## src/rtl/cache_pkg.sv

```systemverilog
// Shared constants and state type for the I-cache miss-fill controller.
package cache_pkg;

    localparam int WORDS_PER_BLK = 8;
    localparam int BLK_BYTES     = 2 * WORDS_PER_BLK;
    localparam int MEM_LAT       = 4;
    localparam int WSEL_W        = $clog2(WORDS_PER_BLK);
    // One extra bit so a counter can hold WORDS_PER_BLK itself (request saturation point).
    localparam int CNT_W         = WSEL_W + 1;
    localparam int OFF_W         = $clog2(BLK_BYTES);
    localparam int DRAIN_W       = $clog2(MEM_LAT + 1);

    typedef enum logic [1:0] {
        DRAIN,
        IDLE,
        FILL
    } fill_state_t;

endpackage

```

## src/rtl/fill_counter.sv

```systemverilog
// Word counter used for both request issue and return tracking within one block fill.
module fill_counter #(
    parameter int WIDTH = 4
) (
    input  logic             clk,
    input  logic             rst_n,
    input  logic             clr,
    input  logic             inc,
    output logic [WIDTH-1:0] cnt
);

    // Clear wins over increment so a fill always starts counting from word 0.
    always_ff @(posedge clk) begin
        if (!rst_n || clr) begin
            cnt <= '0;
        end else if (inc) begin
            cnt <= cnt + 1'b1;
        end
    end

endmodule

```

## src/rtl/icache_fill_ctrl.sv

```systemverilog
// Miss-fill controller: stalls fetch on an I-cache miss, streams one block from
// pipelined main memory into the data array, then writes the tag.
module icache_fill_ctrl
    import cache_pkg::*;
#(
    parameter int ADDR_W = 16,
    parameter int DATA_W = 16
) (
    input  logic              clk,
    input  logic              rst_n,
    input  logic              miss_detected,
    input  logic [ADDR_W-1:0] miss_addr,
    output logic              fsm_busy,
    output logic              mem_en,
    output logic [ADDR_W-1:0] mem_addr,
    input  logic              mem_data_valid,
    input  logic [DATA_W-1:0] mem_data,
    output logic              write_data_arr,
    output logic [WSEL_W-1:0] word_sel,
    output logic [DATA_W-1:0] fill_data,
    output logic              write_tag_arr
);

    fill_state_t        state;
    logic [DRAIN_W-1:0] drain_cnt;
    logic [ADDR_W-1:0]  base;
    logic [CNT_W-1:0]   req_cnt;
    logic [CNT_W-1:0]   rcv_cnt;
    logic               in_fill;
    logic               last_word;
    logic               cnt_clr;
    logic               unused_addr_bits;

    // Offset bits of the miss address never matter: the fill always starts at word 0.
    assign unused_addr_bits = ^miss_addr[OFF_W-1:0];

    // Gating with rst_n keeps every enable low during the reset cycle itself,
    // even if the state register still says FILL.
    assign in_fill   = rst_n && (state == FILL);
    assign last_word = (rcv_cnt == CNT_W'(WORDS_PER_BLK - 1));
    assign cnt_clr   = write_tag_arr || (state != FILL);

    // Request side and write side of the fill, decoded from state and counters.
    always_comb begin
        fsm_busy       = !rst_n || (state != IDLE) || miss_detected;
        mem_en         = in_fill && (req_cnt < CNT_W'(WORDS_PER_BLK));
        mem_addr       = base + ADDR_W'({req_cnt, 1'b0});
        write_data_arr = in_fill && mem_data_valid;
        word_sel       = rcv_cnt[WSEL_W-1:0];
        fill_data      = mem_data;
        write_tag_arr  = write_data_arr && last_word;
    end

    fill_counter #(.WIDTH(CNT_W)) u_req_cnt (
        .clk   (clk),
        .rst_n (rst_n),
        .clr   (cnt_clr),
        .inc   (mem_en),
        .cnt   (req_cnt)
    );

    fill_counter #(.WIDTH(CNT_W)) u_rcv_cnt (
        .clk   (clk),
        .rst_n (rst_n),
        .clr   (cnt_clr),
        .inc   (write_data_arr),
        .cnt   (rcv_cnt)
    );

    // Fill sequencing; after reset, DRAIN waits out returns from an aborted fill.
    always_ff @(posedge clk) begin
        if (!rst_n) begin
            state     <= DRAIN;
            drain_cnt <= DRAIN_W'(MEM_LAT);
            base      <= '0;
        end else begin
            case (state)
                DRAIN: begin
                    if (drain_cnt != '0) begin
                        drain_cnt <= drain_cnt - 1'b1;
                    end
                    if (drain_cnt <= DRAIN_W'(1)) begin
                        state <= IDLE;
                    end
                end
                IDLE: begin
                    if (miss_detected) begin
                        base  <= {miss_addr[ADDR_W-1:OFF_W], {OFF_W{1'b0}}};
                        state <= FILL;
                    end
                end
                FILL: begin
                    if (write_tag_arr) begin
                        state <= IDLE;
                    end
                end
                default: begin
                    state <= DRAIN;
                end
            endcase
        end
    end

endmodule

```

## config.mk

```make
export PLATFORM = sky130hd
export DESIGN_NAME = icache_fill_ctrl
export DESIGN_NICKNAME = d
export VERILOG_FILES = /design/src/rtl/cache_pkg.sv /design/src/rtl/fill_counter.sv /design/src/rtl/icache_fill_ctrl.sv
export SDC_FILE = /design/constraint.sdc
export NUM_CORES = 1
export LEC_CHECK = 0
export ABC_AREA = 1
export ABC_CLOCK_PERIOD_IN_PS = 2210
export CAP_MARGIN = 20
export CORE_MARGIN = 5
export CORE_UTILIZATION = 43
export CTS_CLUSTER_SIZE = 10
export DETAILED_ROUTE_END_ITERATION = 8
export PLACE_DENSITY = 0.87
export SKIP_LAST_GASP = 1
export SYNTH_ARGS = -nofsm -noshare
export SYNTH_HDL_FRONTEND = slang
export SYNTH_SLANG_ARGS = --single-unit
```

## constraint.sdc

```tcl
create_clock -name clk -period 2.21 [get_ports clk]
set_clock_uncertainty 0.05 [all_clocks]
set_input_delay 0.442 -clock clk [delete_from_list [all_inputs] [get_ports clk]]
set_output_delay 0.442 -clock clk [all_outputs]
set_load 0.01 [all_outputs]
```

==> qor.csv <==
metric,value,unit
setup.worst_path.start_class,flop,
timing.critical_path.to_type,primary output,
cts_tree,done,
layout_min_cycle_time,2.15,ns
hp-class,flop to flop,
leakage,0.000813,uW
yosysSeqAreaShare,0.331,
grt_pass1_wl,5.31,mm
numClockSinks,25,
power.internal,824,uW
worst_path_dominant_cell_family,simple AND/OR/NAND/NOR gates,
synth_largest_type_area_fraction,0.331,
io_pins,75,
cts_buffer_depth,2,
pwr-share-clk,0.147,
worst_hold_path.endpoint,drain_cnt[2]$_SDFFE_PN1P_,
groute.usage.overall,0.128,
min_period_over_period,0.974,
xor_xnor_fraction_of_synth_area,0.0579,
viasPerCell,4.80,
drt_first_iter_violations,43,
final_common_cell,sky130_fd_sc_hd__nand2_1,
regToRegStartpoint,u_rcv_cnt.cnt[1]$_SDFFE_PP0P_,
synth_area,1510,sq um
post_synth_num_cell_types,23,
antenna_left,0,
largest_net_degree_at_the_start_of_global_routing,20,
complex_gate_fraction_of_the_synthesized_area,0.151,
route.vias.total,1321,
synth.net_count,244,
setup.reg_to_reg.worst_slack,0.75,ns
sw_frac_of_total,0.383,
io_buffer_count,37,
synth_area_in_simple_gates,0.217,
overflow,0,
worst-path-max-fanout,4,
run_status,"complete, no violations",
vdd.ir_drop.worst,0.263,mV
synthTopCellsByArea,"sky130_fd_sc_hd__dfxtp_1, sky130_fd_sc_hd__buf_4, sky130_fd_sc_hd__nand2_1, sky130_fd_sc_hd__ha_1, sky130_fd_sc_hd__xor2_1",
critical_path_arrival,1.66,ns
switch_pwr,512,uW
die_ar,4800,sq um
post_synth_mux_area_share,0,
proportion_of_layout_cells_with_a_drive_suffix_above_1,0.240,
worst_ep_required_time,1.72,ns
most-common-layout-cells,"sky130_fd_sc_hd__nand2_1, sky130_fd_sc_hd__clkdlybuf4s50_1, sky130_fd_sc_hd__dfxtp_1, sky130_fd_sc_hd__inv_1, sky130_fd_sc_hd__a21oi_1",
antenna_cells_inserted,0,
cts.htree.levels,1,
main_combinational_cell_family_by_area_after_synthesis,simple AND/OR/NAND/NOR gates,
synth.ff_latch_count,25,
yosys_warnings,0,
yosysTopAreaCell,sky130_fd_sc_hd__dfxtp_1,
synth.avg_cell_area,7.53,sq um
num_rows,21,
finalHoldViolCount,0,
synth_cells,201,
tns,0,ns
finalNonFillerCells,275,
firstDrtPassIters,4,
p_per_area,691,nW/um^2
worst_hold_slack,0.435,ns
core-area,3360,sq um
clkTransAtPathRegs,0.14,ns
die_width,69.3,um
combinationalPowerShare,0.401,
post_cts_hold_buffer_count,0,
die_height,69.3,um
area_delta_synth_final,27.8,%
cts_made_buffers,3,
slew_violations,0,
path_class,flop to primary output,
place_inst,270,
cts-root-buf,sky130_fd_sc_hd__clkbuf_4,
avgRoutedWirePerCell,11.5,um
holdCritStartpoint,drain_cnt[2]$_SDFFE_PN1P_,
min_delay_path_depth,2,
antenna_found_initial,0,
worst_path_max_delay_cell,sky130_fd_sc_hd__dfxtp_2,
seqPwrFrac,0.452,
maximum_single_stage_delay_on_the_critical_path,0.37,ns
maxClockFrequency,464,MHz
grt_pass1_vias,1290,
drc,0,
worstPathCellList,ha_4 > buf_6 > nand2_4 > nor2_4 > nand2_2 > nor2_2 > xor2_1 > buf_2,
synth-adder-area-share,0.0579,
number_of_nets_in_the_layout,273,
place_congestion,0.731,
clk-insertion-delay-late,0.31,ns
max_cap_violations,0,
initial_core_util,0.450,
detailedPlacementHpwl,2.42,mm
timing.reg2reg.worst_path_depth,5,
worstPathBufferInverterCount,2,
finalSetupViolCount,0,
routed_wl,3.17,mm
grt_setup_unrepaired,yes,
worstReg2RegEnd,u_rcv_cnt.cnt[3]$_SDFFE_PP0P_,
==> per-layer routing <==
| metal | GRT usage | part of all wire |
|---|---|---|
| met1 | 0.145 | 0.43 |
| met2 | 0.238 | 0.53 |
| met3 | 0.0348 | 0.038 |
| met4 | 0.0282 | 0 |
| met5 | 0 | 0 |
==> registers in the layout, summed over array words and instances, names as in the netlist <==
name	count
base	12
drain_cnt	3
state	2
u_rcv_cnt.cnt	4
u_req_cnt.cnt	4
==> synthesized netlist by cell type, drive strengths merged <==
library cell,n
a21oi,23
buf,26
clkbuf,1
conb,1
dfxtp,25
ha,7
inv,22
nand2,40
nand3,14
nand4,4
nor2,9
nor3,4
o21ai,13
o21bai,1
or2,1
xor2,10
==> area by class of cell <==
| type | count | area, sq um |
|---|---|---|
| Fill cell | 331 | 1430 |
| Multi-Input combinational cell | 127 | 808 |
| Sequential cell | 25 | 505 |
| Timing Repair Buffer | 51 | 452 |
| Inverter | 22 | 82.6 |
| Tap cell | 46 | 57.6 |
| Clock buffer | 3 | 22.5 |
| Clock inverter | 1 | 5.00 |
==> metrics by stage <==
stage	power, uW	area [sq um]	setup WS (ns)	utilization
global route	1470	1930	-0.0777	0.575
CTS	1340	1860	-0.159	0.553
finish	1340	1930	0.0567	0.575
floorplan	989	1510	0.459	-
detailed placement	1170	1840	-0.152	0.548
global placement	1140	1840	-0.137	0.548
==> worst max path at each step <==
stage	slack (ns)	depth (start not counted)	from	endpoint
finish	0.06	8	base[4]$_SDFFE_PN0P_	mem_addr[13]
CTS	-0.16	8	base[4]$_SDFFE_PN0P_	mem_addr[12]
detailed placement	-0.15	4	rst_n	mem_en
floorplan	0.46	6	u_req_cnt.cnt[3]$_SDFFE_PP0P_	mem_addr[12]
global route	-0.08	6	base[8]$_SDFFE_PN0P_	mem_addr[13]
global placement	-0.14	4	rst_n	mem_en
==> cells by family after synthesis <==
group | Yosys count
and+or+nand+nor | 72
buffers and inverters | 49
xor gates and xnor gates | 10
AOI/OAI and AO/OA | 37
adders and majority gates | 7
other | 1
DFF | 25
==> power groups by stage <==
stage / clock network, uW / registers [uW] / logic, uW
after floorplan: 0 / 593 / 396
after global placement: 0 / 600 / 541
after detailed placement: 0 / 604 / 564
after CTS: 207 / 594 / 537
after global routing: 226 / 617 / 623
final: 196 / 605 / 536
==> what timing repair did <==
item | CTS | global route
pin swaps | 0 | 3
resized for setup | 29 | 29
endpoints found under the setup margin | 14 | 12
setup buffers | 0 | 1
==> tightest hold or removal path: cells and delay by family (launching register included) <==
family           cells  cell delay [ns]
DFF                  1             0.35
and+or+nand+nor      2             0.12
No activity file was read; power rests on OpenSTA's default activity.
